$ cat config.mk
export PLATFORM = sky130hd
export DESIGN_NAME = mix_stage_pipe
export DESIGN_NICKNAME = d
export VERILOG_FILES = /design/src/rtl/mix_pipe_pkg.sv /design/src/rtl/mix_pipe_fifo.sv /design/src/rtl/mix_stage_pipe.sv
export SDC_FILE = /design/constraint.sdc
export NUM_CORES = 1
export LEC_CHECK = 0
export ABC_AREA = 1
export BUFFER_PORTS_ARGS = -buffer_cell sky130_fd_sc_hd__buf_2
export CORE_MARGIN = 1.5
export CORE_UTILIZATION = 53
export DETAILED_ROUTE_END_ITERATION = 7
export PLACE_DENSITY = 0.94
export SLEW_MARGIN = 10
export SYNTH_ARGS = -nofsm -noshare
export SYNTH_HDL_FRONTEND = slang
export SYNTH_SLANG_ARGS = --single-unit
$ cat constraint.sdc
create_clock -name clk -period 2.5 [get_ports clk]
set_input_delay 0.5 -clock clk [delete_from_list [all_inputs] [get_ports clk]]
set_output_delay 0.5 -clock clk [all_outputs]
set_load 0.03 [all_outputs]
$ cat src/rtl/mix_pipe_pkg.sv
// Shared constants and helpers for the mix stage pipe.
// Latency: n/a (package only).
// Backpressure: n/a (package only).
//
// Contents: default data/gate widths, buffered-entry layout ({flag, data}),
// flag bit index and the 16-bit saturation ceiling used by the stats counters.
package mix_pipe_pkg;

  localparam int DATA_W_DEF = 8;
  localparam int GATE_W_DEF = 2;

  // Entry layout: flag sits directly above the data field.
  localparam int ENTRY_W  = DATA_W_DEF + 1;
  localparam int FLAG_BIT = DATA_W_DEF;

  localparam logic [15:0] SAT_MAX16 = 16'hFFFF;

  // Saturating 16-bit increment used by the optional stats counters.
  function automatic logic [15:0] sat_inc16(input logic [15:0] v);
    return (v == SAT_MAX16) ? v : v + 16'd1;
  endfunction

endpackage

$ cat src/rtl/mix_pipe_fifo.sv
// Generic synchronous FIFO, DEPTH entries of W bits (DEPTH a power of 2, >= 2).
// Latency: 1 cycle write-to-read, no fall-through; rdata shows the head entry, 0 when empty.
// Backpressure: push ignored when full, pop ignored when empty; full/empty derive from level.
//
// Ports: clk, rst_n (async active-low), push, pop, wdata[W], rdata[W],
//        full, empty, level[$clog2(DEPTH+1)].
module mix_pipe_fifo #(
  parameter int W     = 9,
  parameter int DEPTH = 4
) (
  input  logic                         clk,
  input  logic                         rst_n,
  input  logic                         push,
  input  logic                         pop,
  input  logic [W-1:0]                 wdata,
  output logic [W-1:0]                 rdata,
  output logic                         full,
  output logic                         empty,
  output logic [$clog2(DEPTH+1)-1:0]   level
);

  localparam int PTR_W = $clog2(DEPTH);
  localparam int LVL_W = $clog2(DEPTH+1);

  logic [W-1:0]     mem [DEPTH];
  logic [PTR_W-1:0] wr_ptr;
  logic [PTR_W-1:0] rd_ptr;
  logic             do_push;
  logic             do_pop;

  assign full    = (level == LVL_W'(DEPTH));
  assign empty   = (level == '0);
  assign do_push = push && !full;
  assign do_pop  = pop && !empty;

  // Head is masked to 0 when empty so stale storage never leaks out.
  assign rdata = empty ? '0 : mem[rd_ptr];

  // Storage needs no reset: it is only observable through a non-empty head.
  always_ff @(posedge clk) begin
    if (do_push) begin
      mem[wr_ptr] <= wdata;
    end
  end

  // DEPTH is a power of 2, so pointers wrap naturally on overflow.
  always_ff @(posedge clk or negedge rst_n) begin
    if (!rst_n) begin
      wr_ptr <= '0;
      rd_ptr <= '0;
      level  <= '0;
    end else begin
      if (do_push) wr_ptr <= wr_ptr + 1'b1;
      if (do_pop)  rd_ptr <= rd_ptr + 1'b1;
      case ({do_push, do_pop})
        2'b10:   level <= level + 1'b1;
        2'b01:   level <= level - 1'b1;
        default: level <= level;
      endcase
    end
  end

endmodule

$ cat src/rtl/mix_stage_pipe.sv
// Streaming mix stage: each accepted beat becomes {&gate, data^key}, buffered in a DEPTH FIFO.
// Latency: 1 cycle minimum input-to-output (no fall-through); mon_active is 1 cycle after mon_bus.
// Backpressure: in_ready = !full, out_valid = !empty, both from occupancy only; head holds while stalled.
//
// Ports: clk, rst_n (async active-low); in_valid/in_ready/in_data/in_key/in_gate;
//        out_valid/out_ready/out_data/out_flag; level; mon_bus -> mon_active;
//        beat_count/stall_count (live only with MIX_STATS_EN defined, otherwise tied to 0).
module mix_stage_pipe
  import mix_pipe_pkg::*;
#(
  parameter int DATA_W = DATA_W_DEF,
  parameter int GATE_W = GATE_W_DEF,
  parameter int MON_W  = 16,
  parameter int DEPTH  = 4
) (
  input  logic                        clk,
  input  logic                        rst_n,
  input  logic                        in_valid,
  output logic                        in_ready,
  input  logic [DATA_W-1:0]           in_data,
  input  logic [DATA_W-1:0]           in_key,
  input  logic [GATE_W-1:0]           in_gate,
  output logic                        out_valid,
  input  logic                        out_ready,
  output logic [DATA_W-1:0]           out_data,
  output logic                        out_flag,
  output logic [$clog2(DEPTH+1)-1:0]  level,
  input  logic [MON_W-1:0]            mon_bus,
  output logic                        mon_active,
  output logic [15:0]                 beat_count,
  output logic [15:0]                 stall_count
);

  // Entry is {flag, data}; flag index tracks the DATA_W parameter.
  localparam int EW = DATA_W + 1;

  logic          push;
  logic          pop;
  logic          full;
  logic          empty;
  logic [EW-1:0] wdata;
  logic [EW-1:0] rdata;

  assign in_ready  = !full;
  assign out_valid = !empty;
  assign push      = in_valid && in_ready;
  assign pop       = out_valid && out_ready;
  assign wdata     = {&in_gate, in_data ^ in_key};
  assign out_data  = rdata[DATA_W-1:0];
  assign out_flag  = rdata[DATA_W];

  mix_pipe_fifo #(
    .W     (EW),
    .DEPTH (DEPTH)
  ) u_fifo (
    .clk   (clk),
    .rst_n (rst_n),
    .push  (push),
    .pop   (pop),
    .wdata (wdata),
    .rdata (rdata),
    .full  (full),
    .empty (empty),
    .level (level)
  );

  always_ff @(posedge clk or negedge rst_n) begin
    if (!rst_n) begin
      mon_active <= 1'b0;
    end else begin
      mon_active <= |mon_bus;
    end
  end

`ifdef MIX_STATS_EN
  // Stall = head offered but not taken this cycle.
  always_ff @(posedge clk or negedge rst_n) begin
    if (!rst_n) begin
      beat_count  <= '0;
      stall_count <= '0;
    end else begin
      if (push)                    beat_count  <= sat_inc16(beat_count);
      if (out_valid && !out_ready) stall_count <= sat_inc16(stall_count);
    end
  end
`else
  assign beat_count  = '0;
  assign stall_count = '0;
`endif

endmodule

# After elaboration in Yosys (flattened, before gate mapping)
# Memories as Yosys holds them, arrays and structs flattened.
# Index checks and enable logic that the tools add are counted.
# Widths: inputs -> output; s select.
dict set report word_totals {
  reg_bits 8
  ram_bits 36
  inputBits 38
  output_inout_bits 47
  word_cells 27
  mem_count 1
}
dict set report classes {
  add_sub_neg 4
  eq_ne 3
  mux 4
  bitwise_logic 1
  reduce_logical 10
}
# name depth word_bits rd rd_clocked_by_memory_dff write_ports line_no
set memory_table {}
lappend memory_table {u_fifo.mem 4 9 1 0 1 mix_pipe_fifo.sv:25} ;# logic [W-1:0] mem [DEPTH];
# operator count
set ops {}
lappend ops {{$reduce_or 16->1} 1}
lappend ops {{$mux 9} 1}
lappend ops {{$xor 8x8->8} 1}
lappend ops {{$pmux 3 s2} 1}
lappend ops {{$add 2x1->2 const B} 2}
lappend ops {{$logic_and 1x1->1} 4}
lappend ops {{$add 3x1->3 const B} 1}
lappend ops {{$eq 3x3->1 const B} 1}
lappend ops {{$logic_not 3->1} 1}
lappend ops {{$sub 3x1->3 const B} 1}
lappend ops {{$eq 2x1->1 const B} 1}
lappend ops {{$eq 2x2->1 const B} 1}
lappend ops {{$logic_not 1->1} 2}
lappend ops {{$mux 1} 2}
lappend ops {{$reduce_and 2->1} 1}
lappend ops {{$reduce_bool 2->1} 1}

# Logic depth before layout (Yosys ltp)
# Gate-level depths: netlist (run 1).
dict set report logic_depth {
  ltp_word 6
  mapped_depth 12
  depth_no_buf 12
}

# Hierarchy
# A second synthesis (run 1) with hierarchy kept.
dict set report hier_totals {
  hier_cells 263
  hier_area_um2 2398.6
}
# module instances cells_per_inst area_per_inst_um2 seq_area_each_um2
set modules_own_cells {}
lappend modules_own_cells {mix_pipe_fifo 1 198 1973.1 1256.2}
lappend modules_own_cells {mix_stage_pipe 1 65 425.4 25.0}

# Worst setup path before layout (run 1)
# No wires, ideal clock.
dict set report synth_path {
  path_type {register -> register}
  start {register u_fifo.level[1]}
  end {register u_fifo.level[2]}
  setup_ns 0.118
  arrival_time_ns 2.074
  t_required_ns 2.382
  path_slack_ns 0.308
  stages_incl_launch_ff 11
  n_path_buf 0
  period_less_slack_ns 2.192
  path_cell_list {dfrtp_1 inv_1 nand3_1 nand2_2 ha_1 inv_1 fa_1 nand2_1 nand3_1 nand2_1 nand2_1}
}
dict set report synth_via {
  elab_chain_cells 6
  word_cells_on_any_way 14
  classes_between {add/sub: 2; eq/ne: 3; mux: 1; reduce/logical: 8}
}
# element line_no
set synth_rtl {}
lappend synth_rtl {{start, declared} mix_pipe_fifo.sv:19} ;# output logic [$clog2(DEPTH+1)-1:0] level
lappend synth_rtl {{start signal, assigned} mix_pipe_fifo.sv:56} ;# 2'b10: level <= level + 1'b1;
lappend synth_rtl {{start signal, assigned} mix_pipe_fifo.sv:57} ;# 2'b01: level <= level - 1'b1;
lappend synth_rtl {{start signal, assigned} mix_pipe_fifo.sv:58} ;# default: level <= level;
lappend synth_rtl {{$eq 3x3->1 *} mix_pipe_fifo.sv:31} ;# assign full = (level == LVL_W'(DEPTH));
lappend synth_rtl {{$logic_not 1->1 *} mix_stage_pipe.sv:44} ;# assign in_ready = !full;
lappend synth_rtl {{via in_ready} mix_stage_pipe.sv:19} ;# output logic in_ready,
lappend synth_rtl {{$logic_and 1x1->1} mix_stage_pipe.sv:46} ;# assign push = in_valid && in_ready;
lappend synth_rtl {{$logic_and 1x1->1 *} mix_pipe_fifo.sv:33} ;# assign do_push = push && !full;
lappend synth_rtl {{$eq 2x1->1 or $eq 2x2->1 (tied branches)} mix_pipe_fifo.sv:55} ;# case ({do_push, do_pop})
lappend synth_rtl {{$pmux 3 s2 or $reduce_bool 2->1 (tied branches)} --}
# The timed path passes the listed nets; every way through them passes the cells marked *.
# A chain may end at the register's enable or synchronous reset.

# Worst setup path after layout (run 1)
dict set report layout_path {
  start {register u_fifo.rd_ptr[1]}
  end {output out_data[2]}
}
dict set report layout_via {
  elab_chain_cells 2
}
# element line_no
set layout_rtl {}
lappend layout_rtl {{start, declared} mix_pipe_fifo.sv:27} ;# logic [PTR_W-1:0] rd_ptr;
lappend layout_rtl {{start signal, assigned} mix_pipe_fifo.sv:54} ;# if (do_pop) rd_ptr <= rd_ptr + 1'b1;
lappend layout_rtl {{$mem_v2 4x9} --}
lappend layout_rtl {{$mux 9} mix_pipe_fifo.sv:37} ;# assign rdata = empty ? '0 : mem[rd_ptr];
lappend layout_rtl {{end, declared} mix_stage_pipe.sv:25} ;# output logic [DATA_W-1:0] out_data,
# Every way passes these cells.

==> results of run 1 <==
[where the power goes]
part	switching [mW]	total, mW	internal (mW)
Clock	0.219	0.412	0.193
Sequential	0.123	1.11	0.990
Combinational	0.985	1.40	0.418
[per-layer routing]
metal  GRT usage (%)  vias up  routed length [um]
met5               0        -                   0
met4            8.76        0                  69
met3            4.47        7                 359
met2            32.6       84                2120
met1            18.5      735                1530
li1                -      844                   -
[layout make-up]
cell class / instances / area [um^2] / share of cell area (%)
inverter: 53 / 199 / 7.45
clock inverter: 2 / 11.3 / 0.422
sequential: 44 / 1280 / 48.0
clock buffer: 6 / 72.6 / 2.72
multi-input combinational: 154 / 742 / 27.8
tap: 52 / 65.1 / 2.44
timing repair buffer: 57 / 298 / 11.2
[cell families (layout without fill, tap and decap cells)]
family | after synthesis | after routing
simple gates | 95 | 95
buf+inv | 89 | 118
flops | 44 | 44
compound gates | 11 | 11
xor+xnor | 10 | 10
fa+ha+maj | 6 | 6
other cells | 1 | 32
[through the flow]
step | instances | total power [mW] | hold slack, ns | util, %
6_report | 368 | 2.93 | 0.0404 | 61.7
5_1_grt | 368 | 3.12 | 0.0418 | 61.7
4_1_cts | 368 | 2.95 | 0.0405 | 61.7
3_5_place_dp | 360 | 2.53 | 0.357 | 59.8
3_3_place_gp | 360 | 2.48 | 0.352 | 59.8
2_1_floorplan | 287 | 2.19 | 0.204 | -
[worst register-to-register path, cell delays in order (launching register included)]
cell,delay (ns)
dfrtp_1,0.39
inv_1,0.13
nand3_1,0.18
nand2_2,0.18
ha_1,0.18
inv_1,0.06
fa_1,0.38
nand2_1,0.11
nand3_1,0.08
nand2_1,0.06
nand2_1,0.05
[synth_stat cells]
cell	n	share of area (%)
buf_2	2	0.42
nand2_2	1	0.26
a21oi_1	9	1.9
dfrtp_1	8	8.4
ha_1	5	2.6
fa_1	1	0.84
buf_6	1	0.47
o21ai_0	2	0.42
nand2_1	55	8.7
nor2_1	14	2.2
inv_2	2	0.32
edfxtp_1	36	46
inv_1	49	7.7
nand3_1	23	4.8
xnor2_1	2	0.74
xor2_1	8	3.0
nand3_2	1	0.42
conb_1	1	0.16
buf_4	33	10
nand4_1	1	0.26
clkinv_1	2	0.32
[state kept, by name (all words and copies together), names as in the netlist]
signal	flops
u_fifo.mem	36
u_fifo.rd_ptr	2
u_fifo.wr_ptr	2
mon_active	1
u_fifo.level	3
[path summary, 6_finish.rpt]
path / start / to / slack, ns
max: u_fifo.rd_ptr[1] / out_data[2] / 0.24
min: rst_n / u_fifo.level[0] / 0.04
max reg2reg: u_fifo.level[1] / u_fifo.level[2] / 0.59
min reg2reg: u_fifo.level[0] / u_fifo.level[0] / 0.52
max in group asynchronous: rst_n / mon_active / 2.29
min in group clk: out_ready / u_fifo.rd_ptr[0] / 0.46
==> metrics.cfg, run 1 <==
[timing]
drv_slew=0
hold_viol_final=0
fmax_mhz=443
fin_crit_ns=2.26
min_period_over_period_pct=90.3
tns_ns=0
skew_ns=0.00820
worst_slack_ns=0.244
setup_viol=0
rsz0062_at_grt=false

[cells_and_area]
fin_area_um2=2670
mostFrequentLayoutCells=nand2_1 (55), buf_2 (52), inv_1 (49)
antenna_cells=0
final_common_cell=nand2_1
layout-drive-gt1-share_pct=21.2
fillers=348
area.growth.synth_to_final_pct=12.4
final_nets=359

[placed_design]
place_area_um2=2580
pre_cts_ws_ns=0.568
place_congestion=0.804
port_buffers=52
dp_hpwl_mm=3.01

[synthesis]
synth_simple_gate_area_share_pct=16.7
syn-instance-count=256
synth_area_per_cell_um2=9.28
yosys_warnings=0
synth_top_family_by_area=buffers and inverters
ys_seq_elements=44
synth_xor_xnor_area_share_pct=3.69
synth_mux_area_share_pct=0
synthAdderAreaFrac_pct=3.48
synth_compound_area_share_pct=2.32
synth_area_um2=2370
synthDistinctLibCells=21
ys_seq_area_share_pct=54.0

[worst_setup_path]
required_ns=2.00
arrival_ns=1.76
path_delay_family=flip-flops
crit_path_max_fanout=12
worst-path-stages=4
crit_buf_inv=2
crit_path_top_delay_cell=dfrtp_1
reg2regPathDepth=10
slowest_delay_ns=0.60
startpoint_type=flop
crit_path_cell_trace=clkinv_1 -> nand3_1 -> a21oi_1 -> buf_2
path_class=reg2out
crit_path_end_kind=primary output

[run]
maxCapViolations=0

[cts]
cts.sinks=44
hold_buffers=0
cts_resized=0
clock_path_buffers=2
cts.reportedPaths.clkPinSlew_ns=0.07
postCtsSetupBuffers=0
cts_buffers=5
clockRootBuffer=clkbuf_8
cts_tree=done
cts_max_level=2
clk_latency_ns=0.29

[die]
io_pins=85
die_w_um=69.9
die_area_um2=4890
start_util_pct=54.9
num_rows=24
coreArea_um2=4320
die_h_um=69.9

[power_and_ir_drop]
peakVddDrop_mv=0.575
powerDensity_nw_per_um2=1100
power_leakage_nw=1.36

[route]
drt-total-wl_mm=4.08
first_pass_iters=4
drt_iter0_drc=109
wl_per_cell_um=11.1
drcViolationCount=0
antenna_left=0
vias_per_cell=4.54
routed-via-count=1670

[global_routing]
grt_pass1_vias=1526
antenna_found_initial=0
track_usage_pct=17.7
grt_pass1_wl_mm=6.58
overflow=0
grt_max_degree=20

[status]
status=finished, final reports clean

[min_path]
worstHoldPathType=in2async

Note: power is estimated with default switching activity, not from simulation.
==> run 2, diff against run 1 <==
--- a/config.mk
+++ b/config.mk
@@ -7,6 +7,7 @@
 export LEC_CHECK = 0
 export ABC_AREA = 1
 export BUFFER_PORTS_ARGS = -buffer_cell sky130_fd_sc_hd__buf_2
+export CORE_ASPECT_RATIO = 1.25
 export CORE_MARGIN = 1.5
 export CORE_UTILIZATION = 53
 export DETAILED_ROUTE_END_ITERATION = 7
==> run 2 against run 1 <==
Effect of this change: non-clock buffer count unchanged; hold slack got worse by 0.0014 ns; final area increased by 0.19%; clock power about the same; first-iteration DRC count decreased by 39%; sequential share of layout area decreased by 0.090 points; core utilization decreased by 0.36 points; routed wire length decreased by 1.7%; die area about the same; critical path depth unchanged; clock-buffer cell count decreased by 1; cell count increased by 1.4%.
==> metrics.cfg, run 2 (synthesis results as in run 1) <==
[global_routing]
grt_max_degree=20  ; unchanged
overflow=0  ; unchanged
grt_pass1_wl_mm=6.31  ; was 6.58 mm
antenna_found_initial=0  ; unchanged
track_usage_pct=16.8  ; was 17.7%
grt_pass1_vias=1491  ; was 1,526

[route]
drt_iter0_drc=66  ; was 109
routed-via-count=1698  ; was 1,670
drt-total-wl_mm=4.01  ; was 4.08 mm
drcViolationCount=0  ; unchanged
antenna_left=0  ; unchanged
wl_per_cell_um=10.8  ; was 11.1 um
first_pass_iters=4  ; unchanged
vias_per_cell=4.55  ; was 4.54

[cells_and_area]
largest_register_ff_count=36  ; unchanged
regMostFlops=u_fifo.mem  ; unchanged
mostFrequentLayoutCells=nand2_1 (55), buf_2 (52), inv_1 (49)  ; unchanged
final_nets=359  ; unchanged
reg.largest.list=u_fifo.mem (36), u_fifo.level (3)  ; unchanged
final_common_cell=nand2_1  ; unchanged
antenna_cells=0  ; unchanged
fin_area_um2=2670  ; about the same
area.growth.synth_to_final_pct=12.6  ; was 12.4%
fillers=345  ; was 348
layout-drive-gt1-share_pct=21.6  ; was 21.2%
fin_cells=373  ; was 368

[cts]
clk_latency_ns=0.29  ; about the same
cts.sinks=44  ; unchanged
cts_tree=done  ; unchanged
cts_resized=0  ; unchanged
clockRootBuffer=clkbuf_8  ; unchanged
hold_buffers=0  ; unchanged
clock_path_buffers=2  ; unchanged
cts_buffers=5  ; unchanged
postCtsSetupBuffers=0  ; unchanged
cts.reportedPaths.clkPinSlew_ns=0.08  ; was 0.07 ns
cts_max_level=2  ; unchanged

[run]
maxCapViolations=0  ; unchanged

[timing]
min_period_over_period_pct=90.7  ; was 90.3%
hold_viol_final=0  ; unchanged
tns_ns=0  ; unchanged
fin_crit_ns=2.27  ; was 2.26 ns
setup_viol=0  ; unchanged
drv_slew=0  ; unchanged
skew_ns=0.00569  ; was 0.00820 ns
rsz0062_at_grt=false  ; unchanged
fmax_mhz=441  ; was 443 MHz

[worst_setup_path]
required_ns=2.00  ; about the same
crit_path_max_fanout=12  ; unchanged
reg2reg_to=u_fifo.level[2]  ; unchanged
startpoint_type=flop  ; unchanged
cp-startpoint=u_fifo.rd_ptr[1]  ; unchanged
reg2reg_from=u_fifo.level[1]  ; unchanged
r2r_slack_ns=0.61  ; was 0.59 ns
crit_path_end_kind=primary output  ; unchanged
arrival_ns=1.77  ; was 1.76 ns
reg2regPathDepth=10  ; unchanged
path_class=reg2out  ; unchanged

[placed_design]
port_buffers=52  ; unchanged
place_congestion=0.736  ; was 0.804
dp_hpwl_mm=3.02  ; was 3.01 mm
dp_cells=366  ; was 360
place_area_um2=2590  ; was 2580 um^2

[die]
io_pins=85  ; unchanged
die_h_um=77.8  ; was 69.9 um
num_rows=27  ; was 24
die_area_um2=4890  ; about the same
start_util_pct=54.5  ; was 54.9%
coreArea_um2=4360  ; was 4320 um^2
die_w_um=62.9  ; was 69.9 um

[power_and_ir_drop]
peakVddDrop_mv=0.653  ; was 0.575 mV
powerDensity_nw_per_um2=1090  ; was 1100 nW/um^2
power_leakage_nw=1.36  ; about the same

[min_path]
worstHoldPathType=in2async  ; unchanged

[status]
status=finished, final reports clean  ; unchanged

## run 2: cell types whose count changed in the layout (fill, tap and decap cells not counted), sizes merged
cell    delta
clkbuf     -1
## run 2: cell type report
cell class                 instances  area, um^2  share of cell area (%)
sequential                        44        1280                    47.9
tap                               58        72.6                    2.71
clock inverter                     2        12.5                   0.468
inverter                          53         199                    7.44
timing repair buffer              57         298                    11.1
clock buffer                       5        68.8                    2.57
multi-input combinational        154         742                    27.7
## run 2: worst max-delay path by stage
stage | end | slack [ns] | cells after the start
2_1_floorplan | u_fifo.level[2] | 0.31 | 10
3_3_place_gp | out_data[6] | 0.62 | 4
3_5_place_dp | out_data[2] | 0.58 | 4
4_1_cts | out_data[2] | 0.25 | 4
5_1_grt | out_data[1] | 0.10 | 4
6_report | out_data[2] | 0.23 | 4
## run 2: report_power, final
group | total (mW) | switching, mW | internal (mW)
Clock | 0.410 | 0.221 | 0.189
Sequential | 1.11 | 0.121 | 0.990
Combinational | 1.40 | 0.982 | 0.416
## run 2: worst max-delay path, cell delays in order, from the launching register on
cell and delay [ns]:
dfrtp_1 0.59, clkinv_1 0.40, nand3_1 0.20, a21oi_1 0.10
buf_2 0.19
## run 2: per-stage QoR
| stage | setup WS, ns | hold WS, ns | total power, mW | utilization [%] |
|---|---|---|---|---|
| 5_1_grt | 0.104 | 0.0373 | 3.11 | 61.4 |
| 2_1_floorplan | 0.308 | 0.204 | 2.19 | - |
| 3_5_place_dp | 0.579 | 0.358 | 2.52 | 59.5 |
| 3_3_place_gp | 0.616 | 0.353 | 2.47 | 59.5 |
| 4_1_cts | 0.254 | 0.0387 | 2.93 | 61.4 |
| 6_report | 0.233 | 0.0389 | 2.92 | 61.4 |
## run 2: routing by layer
metal	vias up	global-route usage (%)	wire [um]
met4	0	9.11	85
li1	842	-	-
met5	-	0	0
met2	80	31.4	2200
met1	770	17.8	1470
met3	6	2.61	250
==> run 3, diff against run 2 <==
==> constraint.sdc (replaced) <==
create_clock -name clk -period 2.86 [get_ports clk]
set_input_delay 0.572 -clock clk [delete_from_list [all_inputs] [get_ports clk]]
set_output_delay 0.572 -clock clk [all_outputs]
set_load 0.03 [all_outputs]
==> run 3 against run 2 <==
Effect of this change: core utilization is 0.17 points lower; clock skew down 0.0014 ns; die area is the same; largest cell class unchanged; register-to-register slack improved by 0.34 ns.
==> metrics.cfg, run 3 (synthesis results as in run 1) <==
[status]
status=finished, final reports clean  ; unchanged

[global_routing]
track_usage_pct=16.9  ; was 16.8%
grt_pass1_wl_mm=6.32  ; was 6.31 mm
grt_pass1_vias=1565  ; was 1,491
overflow=0  ; unchanged
grt_max_degree=22  ; was 20
antenna_found_initial=0  ; unchanged

[cells_and_area]
fin_cells=369  ; was 373
regMostFlops=u_fifo.mem  ; unchanged
seqCellArea_um2=1280  ; unchanged
largest_register_ff_count=36  ; unchanged
fin_area_um2=2670  ; about the same
mostFrequentLayoutCells=nand2_1 (55), buf_2 (52), inv_1 (49)  ; unchanged
reg.largest.list=u_fifo.mem (36), u_fifo.level (3)  ; unchanged
area.growth.synth_to_final_pct=12.3  ; was 12.6%
fillers=349  ; was 345
layout-drive-gt1-share_pct=20.3  ; was 21.6%
final_nets=354  ; was 359
final_common_cell=nand2_1  ; unchanged
antenna_cells=0  ; unchanged
multi_input_area_um2=742  ; unchanged

[timing]
drv_slew=0  ; unchanged
worst_slack_ns=0.246  ; was 0.233 ns
min_period_over_period_pct=91.4
slew_headroom_pct=40.9
hold_viol_final=0  ; unchanged
fin_crit_ns=2.61
rsz0062_at_grt=false  ; unchanged
fmax_mhz=383
setup_viol=0  ; unchanged
skew_ns=0.00427  ; was 0.00569 ns
tns_ns=0  ; unchanged
tightest_slew_ns=0.883

[worst_setup_path]
arrival_ns=2.04  ; was 1.77 ns
path_class=reg2out  ; unchanged
crit_path_top_delay_cell=dfrtp_1  ; unchanged
required_ns=2.29  ; was 2.00 ns
slowest_delay_ns=0.78  ; was 0.59 ns
reg2reg_from=u_fifo.level[1]  ; unchanged
crit_path_max_fanout=21  ; was 12
crit_path_end_kind=primary output  ; unchanged
crit_path_cell_trace=inv_2 -> nand2_1 -> nand3_1 -> a21oi_1 -> buf_2  ; was clkinv_1 -> nand3_1 -> a21oi_1 -> buf_2
startpoint_type=flop  ; unchanged
cp-startpoint=u_fifo.rd_ptr[0]  ; was u_fifo.rd_ptr[1]

[power_and_ir_drop]
power_mw=2.63  ; was 2.92 mW
peakVddDrop_mv=0.481  ; was 0.653 mV
power_leakage_nw=1.35  ; was 1.36 nW
powerDensity_nw_per_um2=986  ; was 1090 nW/um^2

[placed_design]
port_buffers=52  ; unchanged
place_area_um2=2550  ; was 2590 um^2
dp_hpwl_mm=2.93  ; was 3.02 mm
place_congestion=0.796  ; was 0.736
dp_cells=361  ; was 366
pre_cts_ws_ns=0.603  ; was 0.579 ns

[route]
first_pass_iters=4  ; unchanged
routed-via-count=1700  ; was 1,698
antenna_left=0  ; unchanged
wl_per_cell_um=10.7  ; was 10.8 um
drt_iter0_drc=58  ; was 66
vias_per_cell=4.61  ; was 4.55
drcViolationCount=0  ; unchanged
drt-total-wl_mm=3.96  ; was 4.01 mm

[cts]
clockRootBuffer=clkbuf_8  ; unchanged
cts_max_level=2  ; unchanged
cts_buffers=5  ; unchanged
clk_latency_ns=0.29  ; about the same
cts_resized=0  ; unchanged
cts.sinks=44  ; unchanged
cts_tree=done  ; unchanged
clock_path_buffers=2  ; unchanged
hold_buffers=0  ; unchanged
cts.reportedPaths.clkPinSlew_ns=0.08  ; about the same
postCtsSetupBuffers=0  ; unchanged

[run]
maxCapViolations=0  ; unchanged

[die]
num_rows=27  ; unchanged
die_w_um=62.9  ; unchanged
start_util_pct=54.5  ; unchanged
die_h_um=77.8  ; unchanged
die_area_um2=4890  ; unchanged
io_pins=85  ; unchanged
coreArea_um2=4360  ; unchanged

[min_path]
worstHoldPathType=in2async  ; unchanged

==> run 3: changes by cell type in the layout (fill, tap and decap cells not counted), sizes merged <==
cell      previous run  this run
clkinv               3         4
clkinvlp             1         0
bufinv               0         1
buf                 57        52
==> run 3: layout make-up <==
cell class / instances / area share (%)
Inverter: 53 / 7.46
Timing Repair Buffer: 52 / 9.76
Clock inverter: 3 / 1.60
Tap cell: 58 / 2.72
Clock buffer: 5 / 2.58
Multi-Input combinational cell: 154 / 27.8
Sequential cell: 44 / 48.1
==> run 3: final timing paths <==
check                      cells past startpoint  slack (ns)                to
min in group clk                               2        0.52   u_fifo.level[1]
max                                            5        0.25       out_data[7]
min reg2reg                                    2        0.52   u_fifo.level[1]
max reg2reg                                   10        0.95   u_fifo.level[2]
min                                            1        0.10   u_fifo.level[0]
max in group asynchronous                      1        2.59  u_fifo.rd_ptr[0]
==> run 3: worst max-delay path: cells and delay by family (launching register included) <==
kind / cells / cell delay [ns]
AOI/OAI and AO/OA: 1 / 0.20
buffers and inverters: 2 / 0.53
and+or+nand+nor: 2 / 0.23
DFF: 1 / 0.78
==> run 3: routing by layer <==
metal  GRT usage (%)  up-vias  share of wire (%)
li1                -      830                  -
met1            17.9      748                 35
met2            29.1      104                 54
met3            3.33       18                7.4
met4            13.1        0                3.1
met5               0        -                  0
==> run 3: metrics by stage <==
step	hold WS (ns)	utilization (%)
2_1_floorplan	0.276	-
3_3_place_gp	0.423	58.6
3_5_place_dp	0.424	58.6
4_1_cts	0.102	61.2
5_1_grt	0.109	61.2
6_report	0.102	61.2
==> run 3: where the power goes <==
part	leakage, nW	switching [mW]	internal, mW
clock	0.0558	0.200	0.258
combinational	0.869	0.838	0.335
sequential	0.424	0.131	0.867
